**src/rtl/vga_timing_pkg.sv**
```systemverilog
// vga_timing_pkg: shared VGA mode constants (800x600@72, 640x480@60), totals and counter/coordinate widths
package vga_timing_pkg;
  localparam int COORD_W = 10;
  localparam int HCNT_W = 11;
  localparam int VCNT_W = 10;
  localparam int SVGA_H_ACT = 800;
  localparam int SVGA_H_FP = 56;
  localparam int SVGA_H_SYNC = 120;
  localparam int SVGA_H_BP = 64;
  localparam int SVGA_V_ACT = 600;
  localparam int SVGA_V_FP = 37;
  localparam int SVGA_V_SYNC = 6;
  localparam int SVGA_V_BP = 23;
  localparam int SVGA_H_TOTAL = SVGA_H_SYNC + SVGA_H_BP + SVGA_H_ACT + SVGA_H_FP;
  localparam int SVGA_V_TOTAL = SVGA_V_SYNC + SVGA_V_BP + SVGA_V_ACT + SVGA_V_FP;
  localparam int VGA_H_ACT = 640;
  localparam int VGA_H_FP = 16;
  localparam int VGA_H_SYNC = 96;
  localparam int VGA_H_BP = 48;
  localparam int VGA_V_ACT = 480;
  localparam int VGA_V_FP = 10;
  localparam int VGA_V_SYNC = 2;
  localparam int VGA_V_BP = 33;
  localparam int VGA_H_TOTAL = VGA_H_SYNC + VGA_H_BP + VGA_H_ACT + VGA_H_FP;
  localparam int VGA_V_TOTAL = VGA_V_SYNC + VGA_V_BP + VGA_V_ACT + VGA_V_FP;
endpackage

```
**src/rtl/scan_counter.sv**
```systemverilog
// scan_counter: modulo-MOD counter; ports pclk, rstn (sync active-low), en, cnt, wrap (en on the last count)
module scan_counter #(
  parameter int W = 11,
  parameter int MOD = 1040
) (
  input  logic         pclk,
  input  logic         rstn,
  input  logic         en,
  output logic [W-1:0] cnt,
  output logic         wrap
);
  localparam logic [W-1:0] LAST = W'(MOD - 1);
  always_comb wrap = en && cnt == LAST;
  always_ff @(posedge pclk)
    cnt <= !rstn ? '0 : wrap ? '0 : en ? cnt + 1'b1 : cnt;
endmodule

```
**src/rtl/vga_scan_timing.sv**
```systemverilog
// vga_scan_timing: VGA scan timing; in pclk/rstn (sync active-low), out hs/vs sync, hen/ven enables, pixel_x/pixel_y, sof/eol pulses, frame_cnt -- all registered, 1 pclk after counters
module vga_scan_timing
  import vga_timing_pkg::*;
#(
  parameter int H_ACT = SVGA_H_ACT,
  parameter int H_FP = SVGA_H_FP,
  parameter int H_SYNC = SVGA_H_SYNC,
  parameter int H_BP = SVGA_H_BP,
  parameter int V_ACT = SVGA_V_ACT,
  parameter int V_FP = SVGA_V_FP,
  parameter int V_SYNC = SVGA_V_SYNC,
  parameter int V_BP = SVGA_V_BP,
  parameter bit HS_POL = 1'b1,
  parameter bit VS_POL = 1'b1
) (
  input  logic               pclk,
  input  logic               rstn,
  output logic               hs,
  output logic               vs,
  output logic               hen,
  output logic               ven,
  output logic [COORD_W-1:0] pixel_x,
  output logic [COORD_W-1:0] pixel_y,
  output logic               sof,
  output logic               eol,
  output logic [7:0]         frame_cnt
);
  localparam int H_TOTAL = H_SYNC + H_BP + H_ACT + H_FP;
  localparam int V_TOTAL = V_SYNC + V_BP + V_ACT + V_FP;
  localparam logic [HCNT_W-1:0] H_SYNC_END = HCNT_W'(H_SYNC);
  localparam logic [HCNT_W-1:0] H_START = HCNT_W'(H_SYNC + H_BP);
  localparam logic [HCNT_W-1:0] H_END = HCNT_W'(H_SYNC + H_BP + H_ACT);
  localparam logic [VCNT_W-1:0] V_SYNC_END = VCNT_W'(V_SYNC);
  localparam logic [VCNT_W-1:0] V_START = VCNT_W'(V_SYNC + V_BP);
  localparam logic [VCNT_W-1:0] V_END = VCNT_W'(V_SYNC + V_BP + V_ACT);
  localparam logic [COORD_W-1:0] X_LAST = COORD_W'(H_ACT - 1);
  logic [HCNT_W-1:0] hcnt;
  logic [VCNT_W-1:0] vcnt;
  logic h_wrap, v_wrap_unused;
  logic hs_i, vs_i, hen_i, ven_i, act_i, sof_i, eol_i;
  logic [COORD_W-1:0] hx, vy;
  scan_counter #(.W(HCNT_W), .MOD(H_TOTAL)) u_hcnt (
    .pclk(pclk), .rstn(rstn), .en(1'b1), .cnt(hcnt), .wrap(h_wrap)
  );
  scan_counter #(.W(VCNT_W), .MOD(V_TOTAL)) u_vcnt (
    .pclk(pclk), .rstn(rstn), .en(h_wrap), .cnt(vcnt), .wrap(v_wrap_unused)
  );
  always_comb begin
    hs_i = hcnt < H_SYNC_END;
    vs_i = vcnt < V_SYNC_END;
    hen_i = hcnt >= H_START && hcnt < H_END;
    ven_i = vcnt >= V_START && vcnt < V_END;
    act_i = hen_i && ven_i;
    hx = act_i ? COORD_W'(hcnt - H_START) : '0;
    vy = act_i ? COORD_W'(vcnt - V_START) : '0;
    sof_i = act_i && hx == '0 && vy == '0;
    eol_i = act_i && hx == X_LAST;
  end
  always_ff @(posedge pclk)
    if (!rstn) begin
      hs <= ~HS_POL;
      vs <= ~VS_POL;
      hen <= 1'b0;
      ven <= 1'b0;
      pixel_x <= '0;
      pixel_y <= '0;
      sof <= 1'b0;
      eol <= 1'b0;
      frame_cnt <= '0;
    end else begin
      hs <= hs_i ~^ HS_POL;
      vs <= vs_i ~^ VS_POL;
      hen <= hen_i;
      ven <= ven_i;
      pixel_x <= hx;
      pixel_y <= vy;
      sof <= sof_i;
      eol <= eol_i;
      frame_cnt <= frame_cnt + 8'(sof_i);
    end
endmodule

```
**config.mk**
```make
export PLATFORM = sky130hd
export DESIGN_NAME = vga_scan_timing
export DESIGN_NICKNAME = d
export VERILOG_FILES = /design/src/rtl/vga_timing_pkg.sv /design/src/rtl/scan_counter.sv /design/src/rtl/vga_scan_timing.sv
export SDC_FILE = /design/constraint.sdc
export NUM_CORES = 1
export LEC_CHECK = 0
export ABC_AREA = 1
export BUFFER_PORTS_ARGS = -buffer_cell sky130_fd_sc_hd__buf_2
export CORE_ASPECT_RATIO = 1.25
export CORE_MARGIN = 2
export CORE_UTILIZATION = 39
export DETAILED_ROUTE_END_ITERATION = 7
export MAX_ROUTING_LAYER = met4
export SETUP_SLACK_MARGIN = 0.02
export SYNTH_ARGS = -nofsm -noshare
export SYNTH_HDL_FRONTEND = slang
export SYNTH_SLANG_ARGS = --single-unit
export TNS_END_PERCENT = 1
```
**constraint.sdc**
```tcl
create_clock -name pclk -period 4.96 [get_ports pclk]
set_input_delay 0.496 -clock pclk [delete_from_list [all_inputs] [get_ports pclk]]
set_output_delay 0.496 -clock pclk [all_outputs]
set_load 0.03 [all_outputs]
```
[Word-level counts from Yosys, hierarchy flattened]
Cells that the tools add are included.
Cells by class
  add/subtract/negate cells: 5
  order comparisons: 6
  equality and inequality tests: 3
  mux-type cells: 2
  bitwise gates (word level): 1
  reduce and logical (&&, ||, !) cells: 11
Operators with widths (number)
  $eq 10x10->1 const B: 2
  $logic_not 10->1: 2
  $mux 10: 2
  $add 11x1->11 const B: 1
  $eq 11x11->1 const B: 1
  $ge 11x8->1 const B: 1
  $lt 11x10->1 const B: 1
  $lt 11x7->1 const B: 1
  $add 10x1->10 const B: 1
  $ge 10x5->1 const B: 1
  $lt 10x10->1 const B: 1
  $lt 10x3->1 const B: 1
  $sub 10x5->10 const B: 1
  $sub 10x8->10 const B: 1
  $add 8x1->8: 1
  $logic_and 1x1->1: 7
  $reduce_or 2->1: 2
  $not 1->1: 1
Storage, ports and cells
  flip-flop bits (word level): 55
  input bits: 2
  output and inout bits: 34
  logic and storage cells: 39

[Depth between registers and ports, before layout]
  depth in word-level cells: 8
  mapped depth: 20

[Cells and area by module]
From an unflattened synthesis, not the netlist that was laid out.
Unflattened totals
  cells, all modules: 395
  area total of the unflattened synthesis: 2723.9 µm²
By module, submodules not included
  vga_scan_timing: instances 1, cells an instance 231, area each 1575.3 µm²
  scan_counter at u_hcnt: instances 1, cells an instance 77, area each 584.3 µm²
  scan_counter at u_vcnt: instances 1, cells an instance 87, area each 564.3 µm²

[Least setup slack after synthesis]
Ideal clock, no wire load.
  path type: register to register
  from: register u_vcnt.cnt[0]
  to: register frame_cnt[7]
  library setup time: 80 ps
  arrival: 2404 ps
  required time: 4880 ps
  setup slack: 2477 ps
  stages on the path, launching flop included: 20
  clock period less this slack: 2483 ps
  cell sequence: dfxtp_1 -> inv_1 -> ha_1 -> nor2_4 -> nand2_4 -> nand2_1 -> nand2_1 -> nand2_2 -> nand2_1 -> nor2_1 -> nand2_1 -> nor2_1 -> nand3_1 -> inv_1 -> ha_1 -> nand3_1 -> nor3_1 -> nand2_1 -> o21ai_0 -> nor3b_1
Between the ends
  word-level cells in the longest chain between the ends: 8
RTL lines
  start: declaration: line scan_counter.sv:9  | output logic [W-1:0] cnt,
  start signal: assignment: line scan_counter.sv:15  | cnt <= !rstn ? '0 : wrap ? '0 : en ? cnt + 1'b1 : cnt;
  $ge 10x5->1 or $lt 10x10->1 (tied branches): line vga_scan_timing.sv:52  | ven_i = vcnt >= V_START && vcnt < V_END;
  $logic_and 1x1->1: line vga_scan_timing.sv:52
  $logic_and 1x1->1: line vga_scan_timing.sv:53  | act_i = hen_i && ven_i;
  $mux 10: line vga_scan_timing.sv:54  | hx = act_i ? COORD_W'(hcnt - H_START) : '0;
  $logic_not 10->1: line vga_scan_timing.sv:56  | sof_i = act_i && hx == '0 && vy == '0;
  $logic_and 1x1->1: line vga_scan_timing.sv:56
  $logic_and 1x1->1 (*): line vga_scan_timing.sv:56
  net sof_i: line vga_scan_timing.sv:40  | logic hs_i, vs_i, hen_i, ven_i, act_i, sof_i, eol_i;
  $add 8x1->8 (*): line vga_scan_timing.sv:79  | frame_cnt <= frame_cnt + 8'(sof_i);
  end signal: assignment: line vga_scan_timing.sv:79
  end: declaration: line vga_scan_timing.sv:26  | output logic [7:0] frame_cnt
Mark *: on every way through the listed nets, which the timed path passes. The rest lies on a longest branch.
A chain may end at the register's enable or synchronous reset.

[Worst setup path after layout]
Same ends and word-level chain as after synthesis.

==> out/results.tsv <==
stage	metric	value	unit
sta	period_minus_slack	2.78	ns
yosys	synth_top_flop_cell	dfxtp_1	
die	die_h	97.0	um
yosys	synth-simple-area-share	0.362	
power_and_ir_drop	p_leak	0.00151	uW
global_routing	overflow	0	
yosys	synth_xor_area_frac	0.0260	
cts	clock_latency	0.31	ns
yosys	synth_warnings	0	
drt	vias_per_cell	4.70	
die	die_w	78.4	um
cts	clk_pin_slew	0.09	ns
setup_path	crit_arrival	3.01	ns
setup_path	slowest_delay	0.50	ns
sta	fmax	359	MHz
power_and_ir_drop	pwr-share-clk	0.343	
global_routing	grt_pass1_wl	9520	um
drt	first_iter_violations	83	
global_routing	first_global_vias	2183	
sta	worst_pin_slew	0.390	ns
worst_hold_path	min_to	u_hcnt.cnt[0]	
drt	drtPass1Iterations	5	
yosys	synth-edff-count	0	
setup_path	startpoint_type	register	
layout	fin_area	3010	um2
setup_path	cp_cell_sequence	inv_1 > ha_1 > nor2_4 > nand2_4 > nand2_1 > nand2_1 > nand2_2 > nand2_1 > nor2_1 > nand2_1 > nor2_1 > nand3_1 > inv_1 > ha_1 > nand3_1 > nor3_1 > nand2_1 > o21ai_0 > nor3b_1	
power_and_ir_drop	comb_power_share	0.024	
setup_path	reg2reg_to	frame_cnt[7]	
cts	h-tree-depth	2	
yosys	postSynthAreaPerCell	7.23	um2
yosys	syn_nets	383	
drt	wl_per_cell	11.4	um
global_routing	grt_max_degree	20	
setup_path	r2r_slack	2.18	ns
worst_hold_path	hold_class	register to register	
setup_path	end_kind	register	
setup_path	crit_buf_inv	2	
die	initial_utilization	0.406	
yosys	seq_area_frac_synth	0.408	
cts	cts-resized-gates	0	
setup_path	crit_family	simple AND/OR/NAND/NOR gates	
yosys	ys_seq_elements	55	
placed_design	placed_cell_area	2920	um2
layout	drive_above_1_share	0.180	
cts	clock-sinks	55	
power_and_ir_drop	pwr-share-seq	0.633	
global_routing	track_usage	0.161	
power_and_ir_drop	power.switching	157	uW
cts	cts_buffers	5	
sta	finalHoldViolCount	0	
yosys	ys_types	33	
outcome	status	complete, no violations	
setup_path	r2r-start	u_vcnt.cnt[0]	
yosys	syn_area	2700	um2
cts	cts_tree	built	
yosys	synth-compound-area-share	0.0524	
global_routing	grt_antenna_before_repair	0	
setup_path	critPathMaxFanout	9	
sta	rsz0062_at_grt	false	
layout	layout.nets	419	
placed_design	place_congestion	0.933	
die	dieArea	7600	um2
sta	slew_headroom	0.738	
sta	clock_skew	0.0111	ns
drt	vias	2334	
sta	fin_tns_setup	0	ns
yosys	synth-async-reset-ratio	0	
power_and_ir_drop	p_per_area	234	nW/um2
setup_path	worstRegToRegCells	19	
power_and_ir_drop	p_int	548	uW
yosys	synthAdderAreaFrac	0.0371	
placed_design	hpwl	4420	um
power_and_ir_drop	swShare	0.223	
drt	routed_wl	5660	um
drt	ant_nets	0	
layout	antenna_cells	0	
drt	drcViolationCount	0	
layout	syn2layout_area_growth	11.5	%
yosys	synth_top_family_by_area	simple AND/OR/NAND/NOR gates	
yosys	synth.area.mux_share	0	
setup_path	required	5.19	ns
die	core_area	6650	um2
cts	root_buffer	clkbuf_8	
placed_design	portBuffers	35	
setup_path	crit_type	register to register	
sta	setup_violations	0	
yosys	synthCells	373	
die	io_pins	36	
job	cap_violations	0	
sta	final.period_utilization	0.561	
setup_path	crit_top_cell	nand2_1	
worst_hold_path	hold_start	u_hcnt.cnt[0]	
setup_path	slowest_stage	dfxtp_1	
cts	cts.hold.buffers_added	0	
setup_path	crit_path_start	u_vcnt.cnt[0]	
power_and_ir_drop	ir_drop	0.102	mV
sta	slew_violations	0	
die	rows	33	
cts	clockBufferDepth	2	
cts	post_cts.repair.setup_buffers	0	
worst_hold_path	min_path_cells	1	
-- cells in the mapped netlist (3+ instances only) --
cell     instances  area (um2)
nor2_1          59         221
nand3_1         27         135
a21oi_1          8        40.0
nor4_1           4        25.0
nand4_1          6        37.5
buf_2            3        15.0
ha_1             8         100
o21ai_0          8        40.0
nor3_1          10        50.1
nand2_2          4        25.0
dfxtp_1         55        1100
nor2_4          13         146
inv_1           56         210
nor2_2           3        18.8
xor2_1           8        70.1
inv_2            6        22.5
nand2_1         75         282
-- layer usage --
layer  wire length [um]  track usage  vias to the layer above
met5                  0            -                        -
met4                125       0.0756                        0
met3                174       0.0317                       14
met2               2850        0.271                       49
met1               2510        0.181                     1042
li1                   -            -                     1229
-- flip-flops by register name (all words and copies together) (netlist names) --
register and flops:
u_hcnt.cnt 11, pixel_x 10, pixel_y 10, u_vcnt.cnt 10, frame_cnt 8, eol 1, hen 1, hs 1
sof 1, ven 1, vs 1
-- kinds of logic after synthesis --
family,count (synthesis)
AO/OA/AOI/OAI,25
AND/OR/NAND/NOR,205
adder cells (fa/ha/maj),8
XOR/XNOR,8
flip-flops,55
buffers and inverters,72
-- worst max path at each step --
stage | to | depth (start not counted)
after floorplan | frame_cnt[7] | 19
after CTS | frame_cnt[7] | 19
after detailed placement | frame_cnt[7] | 19
final | frame_cnt[7] | 19
after global placement | frame_cnt[7] | 18
after global routing | frame_cnt[7] | 19
-- power by group through the flow --
stage	logic (uW)	clock network, uW	registers, uW
final	17.1	242	446
after global routing	19.6	271	447
after CTS	17.5	254	446
after detailed placement	17.4	0	456
after global placement	17.2	0	456
after floorplan	11.5	0	458
-- placed cells by master, fill, tap and decap left out, types with 3 or more instances in the layout --
cell	count
clkbuf_8	5
nand4_1	6
nor4_1	4
nand2_2	4
nor2_4	13
inv_2	6
inv_1	56
nor3_1	10
nand2_1	75
o21ai_0	8
ha_1	8
buf_2	35
nor2_1	59
dfxtp_1	55
a21oi_1	8
nor2_2	3
nand3_1	27
xor2_1	8
-- stage by stage --
step	util	total power (uW)	std cells	hold slack [ns]	worst slack [ns]
finish	0.453	705	497	0.467	2.18
CTS	0.453	718	497	0.472	2.15
detailed placement	0.440	474	489	0.449	2.18
global placement	0.440	474	489	0.441	2.32
floorplan	-	469	373	0.421	2.48
global route	0.453	737	497	0.490	1.83
-- final cells by class --
type / instances / area [um2]
clock inverters: 2 / 12.5
well taps: 87 / 109
multi-input cells: 246 / 1290
repair buffers: 35 / 175
inverters: 66 / 251
fillers: 720 / 3640
flip-flops and latches: 55 / 1100
clock buffers: 6 / 72.6
Note: power is estimated with default switching activity, not from simulation.
